[src/rtl/i2s_tx_serializer.sv]
// I2S transmit serializer: buffers one stereo frame and shifts it MSB-first onto DACDAT.
// Optional build macro UNDERRUN_REPEAT_EN: on underrun, repeat the previous frame instead of sending zeros.
module i2s_tx_serializer #(
  parameter int DATA_W = 16,
  parameter int SLOTS  = 16
) (
  input  logic              clk_in,
  input  logic              rst,
  input  logic              bclk_in,
  input  logic              lrck_in,
  input  logic [DATA_W-1:0] left_in,
  input  logic [DATA_W-1:0] right_in,
  input  logic              sample_valid,
  output logic              sample_ready,
  output logic              sdata_out,
  output logic              underrun,
  output logic              frame_start
);

  localparam int SW = (SLOTS > 1) ? $clog2(SLOTS) : 1;
  localparam logic [SW-1:0] SLOT_MAX = SW'(SLOTS - 1);
  localparam logic [SW-1:0] ONE      = SW'(1);
  localparam logic [SW:0]   DW_C     = (SW + 1)'(DATA_W);

  typedef enum logic {
    IDLE = 1'b0,
    RUN  = 1'b1
  } state_t;

  state_t state, state_nxt;

  logic              bclk_q;
  logic              lrck_q;
  logic [SW-1:0]     slot, slot_nxt;
  logic              hold_full, hold_full_nxt;
  logic [DATA_W-1:0] hold_left, hold_right;
  logic [DATA_W-1:0] act_left, act_right;
  logic [DATA_W-1:0] act_left_nxt, act_right_nxt;
  logic [DATA_W-1:0] cur_word, shifted;
  logic              sdata_nxt, underrun_nxt, frame_start_nxt;
  logic              boundary, lrck_edge, lrck_fall, accept, load;

  // Handshake: a frame moves into the holding buffer on any clk_in cycle where
  // sample_valid and sample_ready are both high; sample_ready is a register, so
  // the source may hold valid high and there is no valid-to-ready path.
  assign boundary  = bclk_q & ~bclk_in;
  assign lrck_edge = boundary & (lrck_in != lrck_q);
  assign lrck_fall = lrck_edge & ~lrck_in;
  assign accept    = sample_valid & sample_ready;

  // Frame control: leaving IDLE and every later LRCK fall both load a frame.
  always_comb begin
    state_nxt = state;
    load      = 1'b0;
    case (state)
      IDLE: begin
        if (lrck_fall) begin
          state_nxt = RUN;
          load      = 1'b1;
        end
      end
      RUN: begin
        if (lrck_fall) load = 1'b1;
      end
      default: state_nxt = IDLE;
    endcase
  end

  always_comb begin
    slot_nxt = slot;
    if (boundary) begin
      if (lrck_edge) slot_nxt = '0;
      else if (slot != SLOT_MAX) slot_nxt = slot + ONE;
    end
  end

  // Holding buffer and active words; the load sees the buffer before any same-cycle accept.
  always_comb begin
    act_left_nxt    = act_left;
    act_right_nxt   = act_right;
    hold_full_nxt   = hold_full;
    underrun_nxt    = 1'b0;
    frame_start_nxt = load;
    if (load) begin
      if (hold_full) begin
        act_left_nxt  = hold_left;
        act_right_nxt = hold_right;
        hold_full_nxt = 1'b0;
      end else begin
        underrun_nxt = 1'b1;
`ifdef UNDERRUN_REPEAT_EN
        act_left_nxt  = act_left;
        act_right_nxt = act_right;
`else
        act_left_nxt  = '0;
        act_right_nxt = '0;
`endif
      end
    end
    if (accept) hold_full_nxt = 1'b1;
  end

  // Slot 0 finishes the previous channel's LSB, so the MSB lands one BCLK after the LRCK edge.
  always_comb begin
    cur_word  = lrck_in ? act_right : act_left;
    shifted   = cur_word << (slot_nxt - ONE);
    sdata_nxt = sdata_out;
    if (boundary) begin
      if (state_nxt != RUN) sdata_nxt = 1'b0;
      else if (slot_nxt == '0) sdata_nxt = lrck_in ? act_left[0] : act_right[0];
      else if ({1'b0, slot_nxt} < DW_C) sdata_nxt = shifted[DATA_W-1];
      else sdata_nxt = 1'b0;
    end
  end

  always_ff @(posedge clk_in or posedge rst) begin
    if (rst) begin
      state        <= IDLE;
      bclk_q       <= 1'b0;
      lrck_q       <= 1'b0;
      slot         <= '0;
      hold_full    <= 1'b0;
      hold_left    <= '0;
      hold_right   <= '0;
      act_left     <= '0;
      act_right    <= '0;
      sample_ready <= 1'b1;
      sdata_out    <= 1'b0;
      underrun     <= 1'b0;
      frame_start  <= 1'b0;
    end else begin
      state     <= state_nxt;
      bclk_q    <= bclk_in;
      if (boundary) lrck_q <= lrck_in;
      slot      <= slot_nxt;
      hold_full <= hold_full_nxt;
      if (accept) begin
        hold_left  <= left_in;
        hold_right <= right_in;
      end
      act_left     <= act_left_nxt;
      act_right    <= act_right_nxt;
      sample_ready <= ~hold_full_nxt;
      sdata_out    <= sdata_nxt;
      underrun     <= underrun_nxt;
      frame_start  <= frame_start_nxt;
    end
  end

endmodule

[config.mk]
export PLATFORM = sky130hd
export DESIGN_NAME = i2s_tx_serializer
export DESIGN_NICKNAME = d
export VERILOG_FILES = /design/src/rtl/i2s_tx_serializer.sv
export SDC_FILE = /design/constraint.sdc
export NUM_CORES = 1
export LEC_CHECK = 0
export BUFFER_PORTS_ARGS = -buffer_cell sky130_fd_sc_hd__buf_2
export CAP_MARGIN = 20
export CORE_MARGIN = 4
export CORE_UTILIZATION = 35
export DETAILED_ROUTE_END_ITERATION = 6
export PLACE_DENSITY = 0.52
export SYNTH_ARGS = -nofsm -noshare
export SYNTH_HDL_FRONTEND = slang
export SYNTH_SLANG_ARGS = --single-unit
export TNS_END_PERCENT = 1
[constraint.sdc]
create_clock -name clk_in -period 3.2 [get_ports clk_in]
set_clock_uncertainty 0.2 [all_clocks]
set_input_delay 0.32 -clock clk_in [delete_from_list [all_inputs] [get_ports clk_in]]
set_output_delay 0.32 -clock clk_in [all_outputs]
set_load 0.005 [all_outputs]
==> results.cfg <==
[cts]
tritoncts_num_sinks = 76
clockBufferDepth = 2
clock_tree.htree_level_count = 3
clock_network_latency_to_the_later_pin_of_the_worst_skew_pair_ns = 0.35
cts_inserted_buffers = 9
post_cts_clock_slew_at_the_launch_and_capture_registers_of_the_worst_setup_and_hold_paths_ns = 0.08
cts_tree = yes
clock-root-buffer = clkbuf_8
cts.repair_timing.setup_buffer_count = 0

[global_route]
first_pass_grt_wire_length_um = 12800
gr-usage-all-layers_pct = 14.1
grtUsageMet2_pct = 22.8
use_met1_pct = 18.5
grt_start_max_net_pins = 41
grt_use_met3_pct = 4.03
grt_antenna_before_repair = 0
globalRouteOverflowTotal = 0
gr-max-usage-layer = met2
first_global_vias = 2637

[timing]
min_period_over_period_pct = 94.8
timing.hold.ws_ns = 0.0219
f_max_mhz = 330
final_hold_viol_count = 0
max_slew_margin_pct = 33.1
final_max_slew_viol_count = 0
worstMarginPinSlew_ns = 1.00
setup_violations = 0
setup_repair_after_global_routing_missed_its_margin = false
final.min_clock_period_ns = 3.03

[die]
ioPinCount = 41
die-area_mm2 = 0.0114
core_area_mm2 = 0.00937
fp.dieW_um = 107
die_height_um = 107
placementRows = 35
floorplan.initialDensity_pct = 36.4

[cells_and_area]
mostFrequentLayoutCell = nand2_1
mostFrequentLayoutCells = nand2_1 (76), dfrtp_1 (75), buf_2 (40)
layout.filler_cells = 941
finish.cell_count_without_fillers = 523
areaGrowthSynthToFinish_pct = 28.2
antenna_cells = 0
post_route_cells_drive_above_1_share_pct = 31.0
final_nets = 429

[synth]
post-synth-top-area-fraction_pct = 55.0
async_reset_ff_share_pct = 100
synth_seq_area_share_pct = 55.8
postSynthRegisterBits = 76
synthCells = 308
synth.net_count = 348
synthesis.area_per_instance_um2 = 11.1
ys_types = 49
synth_enable_flop_cells = 0
post_synth_instance_area_mm2 = 0.00341
yosys.area.top_type = dfrtp_1
ys.warnings.count = 0
ys_top_cells_by_area = dfrtp_1 (55%), mux2_2 (11%), nand2_1 (8.4%)
ys.flop_type = dfrtp_1

[critical_path]
setup.worst_path.end_class = register
r2r_start = slot[0]
critical_path.startpoint = slot[0]
cp.required_ns = 3.23
worst-path-max-fanout = 7
regToRegSetupSlack_ns = 0.17
critical_path_class = register to register
critical_path_arrival_ns = 3.06
setup.worst_path.start_class = register

[place]
routability_congestion = 0.792
portBuffers = 40
dpl.hpwl_um = 4860
post-place-cells = 474

[route]
via_count = 2466
drc = 0
avgViaCountPerCell = 4.72
drt-wirelength-per-cell_um = 13.6
wirelength_um = 7120
firstDrtPassIters = 4
detailedRoute.firstIterationViolations = 94
final_antenna_net_count = 0

[pwr]
peakVddDrop_v = 0.000511
totalPowerFinal_uw = 3460
power_density_mw_per_mm2 = 791
power.leakage_uw = 0.00211

[run_status]
outcome = completed

[hold_path]
hold_path.startpoint = right_in[7]
min-delay-path-class = input pin to register

[run]
max_cap_violations = 0
## registers in the layout, summed over array words and instances (netlist names)
signal	cells
hold_right	16
slot	4
underrun	1
hold_full	1
state	1
sample_ready	1
hold_left	16
act_left	16
sdata_out	1
bclk_q	1
act_right	16
lrck_q	1
frame_start	1
## repair_timing
action,4_1_cts,5_1_grt
endpoints found under the hold margin,69,1
hold buffers,32,1
pin swaps,0,1
setup endpoints to repair,1,1
resized for setup,1,3
## cells by family (layout without fill, tap and decap cells)
group           count (synthesis)  in the layout  share of synthesized area (%)
xor+xnor                        3              3                          0.990
buf+inv                        25            111                           3.19
simple gates                  134            134                           17.9
mux                            43             43                           16.0
flops                          76             76                           55.8
compound gates                 24             24                           5.06
fa+ha+maj                       3              3                           1.10
## cell usage after synthesis, types with 2 or more instances
library cell and instances:
a21oi_1 5, and3_1 2, buf_1 6, clkbuf_1 9, dfrtp_1 75, ha_1 3, inv_1 6, mux2_2 32
mux2i_1 5, mux4_2 6, nand2_1 76, nand2b_1 2, nand3_1 38, nor2_1 3, nor2b_1 2, nor4b_1 2
o21ai_0 3, xnor2_1 2
## per-stage QoR
| stage | instance area [um2] | setup TNS [ns] | utilization (%) | setup slack, ns |
|---|---|---|---|---|
| 6_report | 4380 | 0 | 46.7 | 0.167 |
| 4_1_cts | 4340 | 0 | 46.4 | 0.0314 |
| 3_3_place_gp | 3820 | 0 | 40.8 | 0.0402 |
| 2_1_floorplan | 3420 | 0 | - | 0.0392 |
| 3_5_place_dp | 3820 | -0.0259 | 40.8 | -0.0259 |
| 5_1_grt | 4380 | 0 | 46.7 | 0.0187 |
## worst paths after layout
| kind | cells past startpoint | endpoint |
|---|---|---|
| max | 12 | sdata_out |
| min | 2 | hold_right[7] |
| max reg2reg | 12 | sdata_out |
| min reg2reg | 2 | act_left[13] |
| max in group asynchronous | 4 | slot[1] |
| min in group asynchronous | 3 | hold_left[11] |
## cell type report
class	instances	area [um2]	area share, %
Multi-Input combinational cell	207	1430	32.6
Timing Repair Buffer	88	656	15.0
Clock inverter	6	63.8	1.46
Tap cell	129	161	3.69
Clock buffer	10	138	3.14
Sequential cell	76	1900	43.5
Inverter	7	28.8	0.658
## critical path, stage by stage, from the launching register on
cell      delay (ns)
dfrtp_1         0.38
ha_1            0.23
and3_1          0.18
nor4_2          0.21
a21o_1          0.17
inv_4           0.05
ha_4            0.32
mux4_2          0.53
nor4b_1         0.17
a211oi_1        0.17
nand4_1         0.14
o31ai_2         0.09
o21ai_1         0.10
## report_power, final
group	internal, uW	leakage, uW	switching [uW]
clock	380	0.0000983	348
sequential	1400	0.000938	308
combinational	585	0.00108	440
## layer usage
metal	vias up	wire length [um]	share of wire [%]
li1	1225	-	-
met1	1197	3310	46
met2	39	3460	49
met3	5	268	3.8
met4	0	80	1.1
met5	-	0	0
(Power assumes the default switching activity.)
